===== src/rtl/rx_icmp_echo_parse.sv =====
// Receive-side ICMP echo-request parser: validates and buffers a request, then serves it on AXI-Stream.
// Optional IP header checksum verification is built when ICMP_RX_IP_CKS_CHECK_EN is defined.
module rx_icmp_echo_parse #(
    parameter logic [31:0] FPGA_IP       = 32'hC0A8_006E,
    parameter int          ICMP_DATA_LEN = 32
) (
    input  logic        CLK_125M,
    input  logic        SYS_RST,
    input  logic [7:0]  IP_RX_TDATA,
    input  logic        IP_RX_TVALID,
    input  logic        IP_RX_TLAST,
    output logic        IP_RX_TREADY,
    output logic        TRIG_TX_ICMP,
    output logic [7:0]  RX_ICMP_TDATA,
    output logic        RX_ICMP_TVALID,
    input  logic        RX_ICMP_TREADY,
    output logic        RX_ICMP_TLAST,
    output logic [31:0] RX_ICMP_TUSER,
    output logic [31:0] RX_ICMP_SRC_IP,
    output logic [15:0] DROP_CNT
);

    localparam int                DEPTH     = 7 + ICMP_DATA_LEN;
    localparam int                IDX_W     = $clog2(DEPTH);
    localparam logic [IDX_W-1:0]  FIRST_PTR = '0;
    localparam logic [IDX_W-1:0]  LAST_PTR  = IDX_W'(DEPTH - 1);
    localparam logic [15:0]       TOTAL_LEN = 16'(28 + ICMP_DATA_LEN);
    localparam logic [15:0]       LAST_IDX  = 16'(27 + ICMP_DATA_LEN);

    typedef enum logic [1:0] {
        RECV  = 2'd0,
        DROP  = 2'd1,
        TRIG  = 2'd2,
        DRAIN = 2'd3
    } state_t;

    state_t            state_q, state_d;
    logic [15:0]       cnt_q, cnt_d;
    logic [7:0]        hi_q, hi_d;
    logic [31:0]       sum_q, sum_d;
    logic [31:0]       src_sh_q, src_sh_d;
    logic [31:0]       src_ip_q, src_ip_d;
    logic [15:0]       drop_q, drop_d;
    logic              rdy_q, rdy_d;
    logic              trig_q, trig_d;
    logic              tvalid_q, tvalid_d;
    logic              tlast_q, tlast_d;
    logic [7:0]        tdata_q, tdata_d;
    logic [IDX_W-1:0]  rd_q, rd_d;
    logic [7:0]        mem_q [0:DEPTH-1];

    logic              accept_s;
    logic              xfer_s;
    logic              fail_s;
    logic              wr_en_s;
    logic [IDX_W-1:0]  wr_idx_s;
    logic [IDX_W-1:0]  rd_next_s;
    logic [15:0]       drop_inc_s;
    logic [15:0]       cnt_inc_s;
`ifdef ICMP_RX_IP_CKS_CHECK_EN
    logic [15:0]       csum_q, csum_d;
    logic [16:0]       csum_add_s;
`endif

    // Next-state, parsing checks, buffer write decode and stream output decode
    always_comb begin
        state_d    = state_q;
        cnt_d      = cnt_q;
        hi_d       = hi_q;
        sum_d      = sum_q;
        src_sh_d   = src_sh_q;
        src_ip_d   = src_ip_q;
        drop_d     = drop_q;
        trig_d     = 1'b0;
        tvalid_d   = tvalid_q;
        tlast_d    = tlast_q;
        tdata_d    = tdata_q;
        rd_d       = rd_q;
        wr_en_s    = 1'b0;
        wr_idx_s   = '0;
        fail_s     = 1'b0;
        accept_s   = IP_RX_TVALID && rdy_q;
        xfer_s     = tvalid_q && RX_ICMP_TREADY;
        rd_next_s  = rd_q + IDX_W'(1);
        drop_inc_s = (drop_q == 16'hFFFF) ? drop_q : drop_q + 16'd1;
        cnt_inc_s  = (cnt_q == 16'hFFFF) ? cnt_q : cnt_q + 16'd1;
`ifdef ICMP_RX_IP_CKS_CHECK_EN
        csum_d     = csum_q;
        csum_add_s = 17'd0;
`endif
        case (state_q)
            RECV: begin
                if (accept_s) begin
                    hi_d  = IP_RX_TDATA;
                    cnt_d = cnt_inc_s;
                    case (cnt_q)
                        16'd0: begin
                            fail_s = (IP_RX_TDATA != 8'h45);
                            sum_d  = 32'd0;
`ifdef ICMP_RX_IP_CKS_CHECK_EN
                            csum_d = 16'd0;
`endif
                        end
                        16'd2:  fail_s = (IP_RX_TDATA != TOTAL_LEN[15:8]);
                        16'd3:  fail_s = (IP_RX_TDATA != TOTAL_LEN[7:0]);
                        16'd4:  begin wr_en_s = 1'b1; wr_idx_s = IDX_W'(0); end
                        16'd5:  begin wr_en_s = 1'b1; wr_idx_s = IDX_W'(1); end
                        16'd8:  begin wr_en_s = 1'b1; wr_idx_s = IDX_W'(2); end
                        16'd9:  fail_s = (IP_RX_TDATA != 8'h01);
                        16'd12, 16'd13, 16'd14, 16'd15: src_sh_d = {src_sh_q[23:0], IP_RX_TDATA};
                        16'd16: fail_s = (IP_RX_TDATA != FPGA_IP[31:24]);
                        16'd17: fail_s = (IP_RX_TDATA != FPGA_IP[23:16]);
                        16'd18: fail_s = (IP_RX_TDATA != FPGA_IP[15:8]);
                        16'd19: fail_s = (IP_RX_TDATA != FPGA_IP[7:0]);
                        16'd20: fail_s = (IP_RX_TDATA != 8'h08);
                        16'd21: fail_s = (IP_RX_TDATA != 8'h00);
                        16'd24: begin wr_en_s = 1'b1; wr_idx_s = IDX_W'(3); end
                        16'd25: begin wr_en_s = 1'b1; wr_idx_s = IDX_W'(4); end
                        16'd26: begin wr_en_s = 1'b1; wr_idx_s = IDX_W'(5); end
                        16'd27: begin wr_en_s = 1'b1; wr_idx_s = IDX_W'(6); end
                        default: fail_s = 1'b0;
                    endcase
`ifdef ICMP_RX_IP_CKS_CHECK_EN
                    // Odd header bytes close a 16-bit word; fold the carry straight back in
                    if ((cnt_q < 16'd20) && cnt_q[0]) begin
                        csum_add_s = {1'b0, csum_q} + {1'b0, hi_q, IP_RX_TDATA};
                        csum_d     = csum_add_s[15:0] + {15'd0, csum_add_s[16]};
                    end else begin
                        csum_add_s = 17'd0;
                    end
                    fail_s = fail_s || ((cnt_q == 16'd19) && (csum_d != 16'hFFFF));
`endif
                    // Payload lands after the seven header slots; odd bytes complete a big-endian word
                    if ((cnt_q >= 16'd28) && (cnt_q <= LAST_IDX)) begin
                        wr_en_s  = 1'b1;
                        wr_idx_s = IDX_W'(cnt_q - 16'd21);
                        sum_d    = cnt_q[0] ? (sum_q + {16'd0, hi_q, IP_RX_TDATA}) : sum_q;
                    end else begin
                        wr_en_s = wr_en_s;
                    end
                    if (IP_RX_TLAST) begin
                        cnt_d = 16'd0;
                        if (fail_s || (cnt_q < LAST_IDX)) begin
                            drop_d  = drop_inc_s;
                            state_d = RECV;
                        end else begin
                            state_d  = TRIG;
                            trig_d   = 1'b1;
                            tvalid_d = 1'b1;
                            tlast_d  = 1'b0;
                            tdata_d  = mem_q[FIRST_PTR];
                            rd_d     = FIRST_PTR;
                            src_ip_d = src_sh_q;
                        end
                    end else if (fail_s) begin
                        state_d = DROP;
                    end else begin
                        state_d = RECV;
                    end
                end else begin
                    state_d = RECV;
                end
            end
            DROP: begin
                if (accept_s && IP_RX_TLAST) begin
                    cnt_d   = 16'd0;
                    drop_d  = drop_inc_s;
                    state_d = RECV;
                end else if (accept_s) begin
                    cnt_d = cnt_inc_s;
                end else begin
                    state_d = DROP;
                end
            end
            TRIG, DRAIN: begin
                state_d = DRAIN;
                if (xfer_s && tlast_q) begin
                    state_d  = RECV;
                    tvalid_d = 1'b0;
                    tlast_d  = 1'b0;
                    tdata_d  = 8'h00;
                    rd_d     = FIRST_PTR;
                    sum_d    = 32'd0;
                end else if (xfer_s) begin
                    rd_d    = rd_next_s;
                    tdata_d = mem_q[rd_next_s];
                    tlast_d = (rd_next_s == LAST_PTR);
                end else begin
                    rd_d = rd_q;
                end
            end
            default: state_d = RECV;
        endcase
        rdy_d = (state_d == RECV) || (state_d == DROP);
    end

    // Control, datapath and output registers
    always_ff @(posedge CLK_125M) begin
        if (SYS_RST) begin
            state_q  <= RECV;
            cnt_q    <= 16'd0;
            hi_q     <= 8'h00;
            sum_q    <= 32'd0;
            src_sh_q <= 32'd0;
            src_ip_q <= 32'd0;
            drop_q   <= 16'd0;
            rdy_q    <= 1'b0;
            trig_q   <= 1'b0;
            tvalid_q <= 1'b0;
            tlast_q  <= 1'b0;
            tdata_q  <= 8'h00;
            rd_q     <= '0;
`ifdef ICMP_RX_IP_CKS_CHECK_EN
            csum_q   <= 16'd0;
`endif
        end else begin
            state_q  <= state_d;
            cnt_q    <= cnt_d;
            hi_q     <= hi_d;
            sum_q    <= sum_d;
            src_sh_q <= src_sh_d;
            src_ip_q <= src_ip_d;
            drop_q   <= drop_d;
            rdy_q    <= rdy_d;
            trig_q   <= trig_d;
            tvalid_q <= tvalid_d;
            tlast_q  <= tlast_d;
            tdata_q  <= tdata_d;
            rd_q     <= rd_d;
`ifdef ICMP_RX_IP_CKS_CHECK_EN
            csum_q   <= csum_d;
`endif
        end
    end

    // Reply buffer write port
    always_ff @(posedge CLK_125M) begin
        if (SYS_RST) begin
            for (int i = 0; i < DEPTH; i++) begin
                mem_q[IDX_W'(i)] <= 8'h00;
            end
        end else if (wr_en_s) begin
            mem_q[wr_idx_s] <= IP_RX_TDATA;
        end else begin
            mem_q[wr_idx_s] <= mem_q[wr_idx_s];
        end
    end

    assign IP_RX_TREADY   = rdy_q;
    assign TRIG_TX_ICMP   = trig_q;
    assign RX_ICMP_TDATA  = tdata_q;
    assign RX_ICMP_TVALID = tvalid_q;
    assign RX_ICMP_TLAST  = tlast_q;
    assign RX_ICMP_TUSER  = sum_q;
    assign RX_ICMP_SRC_IP = src_ip_q;
    assign DROP_CNT       = drop_q;

endmodule

===== config.mk =====
export PLATFORM = sky130hd
export DESIGN_NAME = rx_icmp_echo_parse
export DESIGN_NICKNAME = d
export VERILOG_FILES = /design/src/rtl/rx_icmp_echo_parse.sv
export SDC_FILE = /design/constraint.sdc
export NUM_CORES = 1
export LEC_CHECK = 0
export BUFFER_PORTS_ARGS = -buffer_cell sky130_fd_sc_hd__buf_2
export CORE_AREA = 8 8 242 244
export DETAILED_ROUTE_END_ITERATION = 8
export DIE_AREA = 0 0 250 252
export GPL_TIMING_DRIVEN = 0
export PLACE_DENSITY = 0.72
export SLEW_MARGIN = 30
export SYNTH_ARGS = -nofsm -noshare
export SYNTH_HDL_FRONTEND = slang
export SYNTH_SLANG_ARGS = --single-unit

===== constraint.sdc =====
create_clock -name CLK_125M -period 3.78 [get_ports CLK_125M]
set_clock_uncertainty 0.2 [all_clocks]
set_input_delay 0.756 -clock CLK_125M [delete_from_list [all_inputs] [get_ports CLK_125M]]
set_output_delay 0.756 -clock CLK_125M [all_outputs]
set_load 0.005 [all_outputs]

=== Word level (Yosys, flattened, before mapping) ===
Memories as Yosys holds them, arrays and structs flattened.
Index checks and enable logic that the tools add are counted.

* Output and inout bits: 92
* Bits of input ports: 13
* Logic and storage cells: 173
* RAM bits: 312
* Register bits after elaboration: 156
* Memories kept: 1

* Eq/ne operators: 45
* Reductions and logical operators: 28
* $lt $le $gt $ge: 3
* Muxes and demuxes: 73
* Bitwise operators: 5
* $add $sub $neg: 5

{| class="wikitable"
|+ Memories
! name !! words !! width !! read ports !! clocked after Yosys merged registers in !! wr ports !! line !! source
|-
| mem_q || 39 || 8 || 2 || 0 || 39 || 50 || <nowiki>logic [7:0] mem_q [0:DEPTH-1];</nowiki>
|}

{| class="wikitable"
|+ Operators with widths
! operator !! count
|-
| 16-bit by 5-bit equality test with 1-bit output, second input constant || 10
|-
| 16-bit two-way mux || 10
|-
| 32-bit two-way mux || 5
|-
| 16-bit by 4-bit equality test with 1-bit output, second input constant || 6
|-
| 16-bit case mux with 2 select lines || 2
|-
| 32-bit case mux with 2 select lines || 1
|-
| 8-bit two-way mux || 7
|-
| 6-bit two-way mux || 9
|-
| 16-bit by 1-bit adder with 16-bit output, second input constant || 2
|-
| 32-bit by 16-bit adder with 32-bit output || 1
|-
| 16-bit equality test, second input constant || 2
|-
| 16-bit by 2-bit equality test with 1-bit output, second input constant || 2
|-
| 16-bit by 3-bit equality test with 1-bit output, second input constant || 2
|-
| 1-bit two-way mux || 26
|-
| 5-bit AND reduction || 4
|-
| 3-bit case mux with 6 select lines || 1
|-
| 16-bit by 5-bit greater-or-equal comparator with 1-bit output, second input constant || 1
|-
| 16-bit by 6-bit less-or-equal comparator with 1-bit output, second input constant || 1
|-
| 16-bit zero test || 1
|-
| 16-bit by 6-bit less-than comparator with 1-bit output, second input constant || 1
|-
| 8-bit by 7-bit inequality test with 1-bit output, second input constant || 2
|-
| 8-bit inequality test, second input constant || 2
|-
| 8-bit case mux with 2 select lines || 1
|-
| 2-bit two-way mux || 6
|-
| 31 further kinds || 54
|}

=== Longest topological paths before layout ===
* Depth in word-level cells: 13
* Gate-level depth with buffers: 13
* Mapped depth without buffers: 9

=== Worst setup path after synthesis ===
No wires, ideal clock.

* Kind: register to register
* From: register cnt_q[1]
* To: memory mem_q[0][0], enable pin
* Required time: 3205 ps
* Path slack: 469 ps
* Setup time: 375 ps
* Stages on the path, launching flop included: 12
* Path buffers: 2
* Period minus slack after synthesis: 3311 ps
* Arrival: 2736 ps
* Cell sequence: dfxtp_1 -> inv_1 -> ha_1 -> clkbuf_1 -> o31a_1 -> o21ai_0 -> nor2_1 -> a31oi_1 -> nor2_1 -> or2_1 -> buf_2 -> o21bai_1

{| class="wikitable"
|+ RTL lines
! element !! line !! source
|-
| from (decl) || 38 || <nowiki>logic [15:0] cnt_q, cnt_d;</nowiki>
|-
| from (signal assigned) || 218 || <nowiki>cnt_q <= cnt_d;</nowiki>
|-
| to (decl) || 50 ||
|}

=== Final worst setup path ===
* From: register rd_q[1]
* To: register tdata_q[3], in the netlist RX_ICMP_TDATA[3]

* Cells in the longest elaborated chain, start to end: 5

{| class="wikitable"
|+ Ends and longest elaborated chain
! element !! line !! source
|-
| from (decl) || 49 || <nowiki>logic [IDX_W-1:0] rd_q, rd_d;</nowiki>
|-
| from (signal assigned) || 229 || <nowiki>rd_q <= rd_d;</nowiki>
|-
| 6-bit by 1-bit adder with 6-bit output || 84 || <nowiki>rd_next_s = rd_q + IDX_W'(1);</nowiki>
|-
| memory 39 x 8 bit || -- ||
|-
| 8-bit two-way mux || 184 || <nowiki>end else if (xfer_s) begin</nowiki>
|-
| 8-bit two-way mux || 177 || <nowiki>if (xfer_s && tlast_q) begin</nowiki>
|-
| 8-bit case mux with 2 select lines || 91 || <nowiki>case (state_q)</nowiki>
|-
| to (signal assigned) || 228 || <nowiki>tdata_q <= tdata_d;</nowiki>
|-
| to (decl) || 48 || <nowiki>logic [7:0] tdata_q, tdata_d;</nowiki>
|}

Every way passes these cells. The select of a mux whose other input is x is not followed.
A chain may end at the register's enable or synchronous reset.

==> metrics <==
outcome=completed; Synth-to-Final Area Change=16.6%; CTS tree=built; CP Max Fanout=10; Hold WS=0.254 ns; worst slew pin tran=1.11 ns; Initial Utilization=0.545; Critical Path AT=roughly 3.9 ns; cell internal pwr=12.3 mW; Crit. End Element=flip-flop; share of cells above drive strength 1=0.201; total power=15.6 mW; Storage cell area=18,500 µm²; Post-synth EDFFs=512; GRT Total Usage=0.264; Core ar.=54,700 µm²; crit path kind=reg -> reg; sw power=between 3 and 4 mW; DRC=0; sequential share of power=0.529; Clock power frac=0.431; DIE WIDTH=250 µm; drt first pass iters=6; largest net degree at the start of global routing=34; DRT antenna net count=0; IO Count=105; peak supply drop=0.000451 V; routed wire length=84,600 µm; vias in the first global route=20,600; largest family of logic cells by synthesized area=simple AND/OR/NAND/NOR gates; Pwr Density=approximately 450 nW/µm²; mux share of post-synthesis cell area=0.111; CTS Buf Count=70; clk root buf=clkbuf_16; via/cell ratio=~6.1; post-route cell area=34,800 µm²; Max-slew headroom=0.253; wire per inst=24.6 µm; FMAX=275 MHz; Setup crit start kind=flip-flop; period utilisation layout=0.964; Post-Route Utilization=0.636; Pins Over Slew Limit=0; area of the multi-input gates=roughly 12,000 µm²; Clock Sinks=668; via count=20,900; layout net count=2,722; # setup viols final=0; Fin Setup TNS=0 ns; Yosys cell types=between 80 and 90; Post-Synth Adder-Cell Area=0.0107; Leak=12.6 nW; initial antenna violation count=2; Syn. warnings=0; RePlAce Congestion=between 0.9 and 1; Hold WC Path Type=reg -> reg; Ant. Diodes=0; Fin. Hold Viols=0; port bufs=103; first-pass GRT wire length=125,000 µm; Seq/Total Area, Yosys=0.621; die area=between 60,000 and 70,000 µm²; Die H=252 µm; critical path data required time=4.08 ns; met2 Track Usage GR=0.429; min Tclk post-route=3.64 ns; logic gate share of total power=0.039; met1 GRT Util=0.335; maxcap violations=0; fillers=4,119; RSZ-0062 raised after global routing=false; H-tree depth=3; Post-DP Area=31,900 µm²; Clk pin slew, worst setup/hold paths=0.06 ns; GRT Max-Usage Layer=met2; Sw Share=0.216; Synth Register Bits=668; FP Rows=86; xor and xnor fraction of the mapped netlist area=0.0167; worst-skew pair later-pin latency=just over 0.6 ns; Initial DRC Count=2,590; Avg Cell Area, Syn=12.8 µm²; Post-Syn Instances=2,320; post-DP HPWL=58,300 µm; Synth Flop Type=edfxtp_1; Synth Area in Compound Gates=0.0623; clk buf depth=3; async set-reset flop share out of synthesis=0; grt met3 use=0.0532; Post-Synth Simple-Gate Area=0.154; GRT overflow=0; Post-Syn Area=29,800 µm²
==> power by group through the flow <==
stage | Clock (mW) | Sequential (mW) | Combinational (mW)
floorplan | 0 | 8.40 | 0.350
global placement | 0 | 8.42 | 0.561
detailed placement | 0 | 8.44 | 0.572
CTS | 6.79 | 8.29 | 0.587
global route | 7.07 | 8.31 | 0.652
finish | 6.75 | 8.28 | 0.614
==> synth_stat cells (10+ instances only) <==
cell / instances / area [µm²]
xnor2_1: 30 / 263
nand3_1: 49 / 245
o21a_1: 11 / 82.6
and2_1: 129 / 807
o21ai_0: 32 / 160
nand2_1: 300 / 1130
a21o_1: 18 / 135
edfxtp_1: 512 / 15400
a22oi_1: 10 / 75.1
a31oi_1: 13 / 81.3
mux4_2: 135 / 3040
or2_2: 16 / 100
mux2i_1: 17 / 170
nor3_2: 10 / 100
and3_1: 26 / 163
nand2b_1: 13 / 81.3
buf_2: 41 / 205
o21bai_1: 17 / 128
clkbuf_1: 96 / 360
dfxtp_1: 156 / 3120
nor2_1: 283 / 1060
inv_1: 14 / 52.6
nand4_1: 26 / 163
nor4_1: 10 / 62.6
nor2_2: 14 / 87.6
xor2_1: 25 / 219
ha_1: 24 / 300
a21oi_1: 124 / 621
nor3_1: 26 / 130
==> worst max-delay path, stage by stage, from the launching register on <==
cell and delay, ns:
dfxtp_1 0.42, inv_1 0.07, ha_1 0.34, clkbuf_4 0.31, buf_4 0.28, clkbuf_4 0.31, clkbuf_2 0.36, mux4_2 0.39
nand2_1 0.11, nand3_1 0.09, nand4_1 0.24, o211ai_1 0.22, o21a_1 0.16
==> cells by family (layout without fill, tap and decap cells) <==
kind of cell    count (synthesis)  after routing
mux                           156            156
flops                         668            668
simple gates                  953            953
xor+xnor                       56             56
other cells                     1            160
compound gates                293            293
buf+inv                       168            424
fa+ha+maj                      25             25
==> layer usage <==
layer / share of wire / vias to the layer above
met4: 0.056 / 4
li1: - / 9132
met2: 0.47 / 1187
met5: 0.00032 / -
met3: 0.098 / 252
met1: 0.38 / 10300
==> per-stage QoR <==
| stage | cells | setup slack, ns |
|---|---|---|
| detailed placement | 3287 | -0.666 |
| global placement | 3286 | -0.834 |
| CTS | 3422 | -0.0296 |
| global route | 3439 | 0.000692 |
| finish | 3439 | 0.137 |
| floorplan | 2479 | 0.469 |
==> worst paths after layout <==
path	startpoint	end	slack, ns	depth (start not counted)
hold / removal	src_sh_q[29]$_SDFFE_PP0P_	RX_ICMP_SRC_IP[29]$_SDFFE_PP0P_	0.25	2
hold reg to reg	src_sh_q[29]$_SDFFE_PP0P_	RX_ICMP_SRC_IP[29]$_SDFFE_PP0P_	0.25	2
setup / recovery	rd_q[1]$_SDFFE_PP0P_	RX_ICMP_TDATA[3]$_SDFFE_PP0P_	0.14	12
setup reg to reg	rd_q[1]$_SDFFE_PP0P_	RX_ICMP_TDATA[3]$_SDFFE_PP0P_	0.14	12
==> sequential cells by signal (all words and copies together), names as in the netlist, 2 cells and up <==
signal / flops
hi_q: 8
DROP_CNT: 16
RX_ICMP_SRC_IP: 32
RX_ICMP_TDATA: 8
mem_q: 512
src_sh_q: 32
rd_q: 6
cnt_q: 16
state_q: 2
RX_ICMP_TUSER: 32
==> cells in the final DEF, fill, tap and decap left out, types with 10 or more instances in the layout <==
cell type  Yosys  final
a21o_1        18     18
a21oi_1      124    124
a22oi_1       10     10
a31oi_1       13     12
and2_1       129    129
and3_1        26     26
buf_2         41    143
buf_4          8     32
clkbuf_1      96     87
clkbuf_16      0     72
clkbuf_2       2     11
clkinv_1       2     10
clkinv_2       0     16
conb_1         1    160
dfxtp_1      156    156
edfxtp_1     512    512
ha_1          24     22
inv_1         14     14
mux2i_1       17     17
mux4_2       135    135
nand2_1      300    298
nand2b_1      13     13
nand3_1       49     48
nand4_1       26     26
nor2_1       283    272
nor2_2        14     19
nor3_1        26     26
o21a_1        11     11
o21ai_0       32     32
o21bai_4       0     11
or2_2         16     16
xnor2_1       30     27
xor2_1        25     24
==> final cells by class <==
cell class | instances | area share
Clock buffer | 87 | 0.0549
Timing Repair Buffer | 135 | 0.0247
Tap cell | 704 | 0.0253
Buffer | 150 | 0.0204
Multi-Input combinational cell | 1643 | 0.332
Sequential cell | 668 | 0.532
Clock inverter | 36 | 0.00878
Inverter | 16 | 0.00173
==> timing repair <==
| action | in CTS | in global routing |
|---|---|---|
| gates resized for setup | 61 | 31 |
| buffers inserted | 13 | 18 |
| pin swaps | 10 | 9 |
| hold buffers | 0 | 0 |
| endpoints found under the setup margin | 280 | 398 |
No activity file was read; power rests on OpenSTA's default activity.
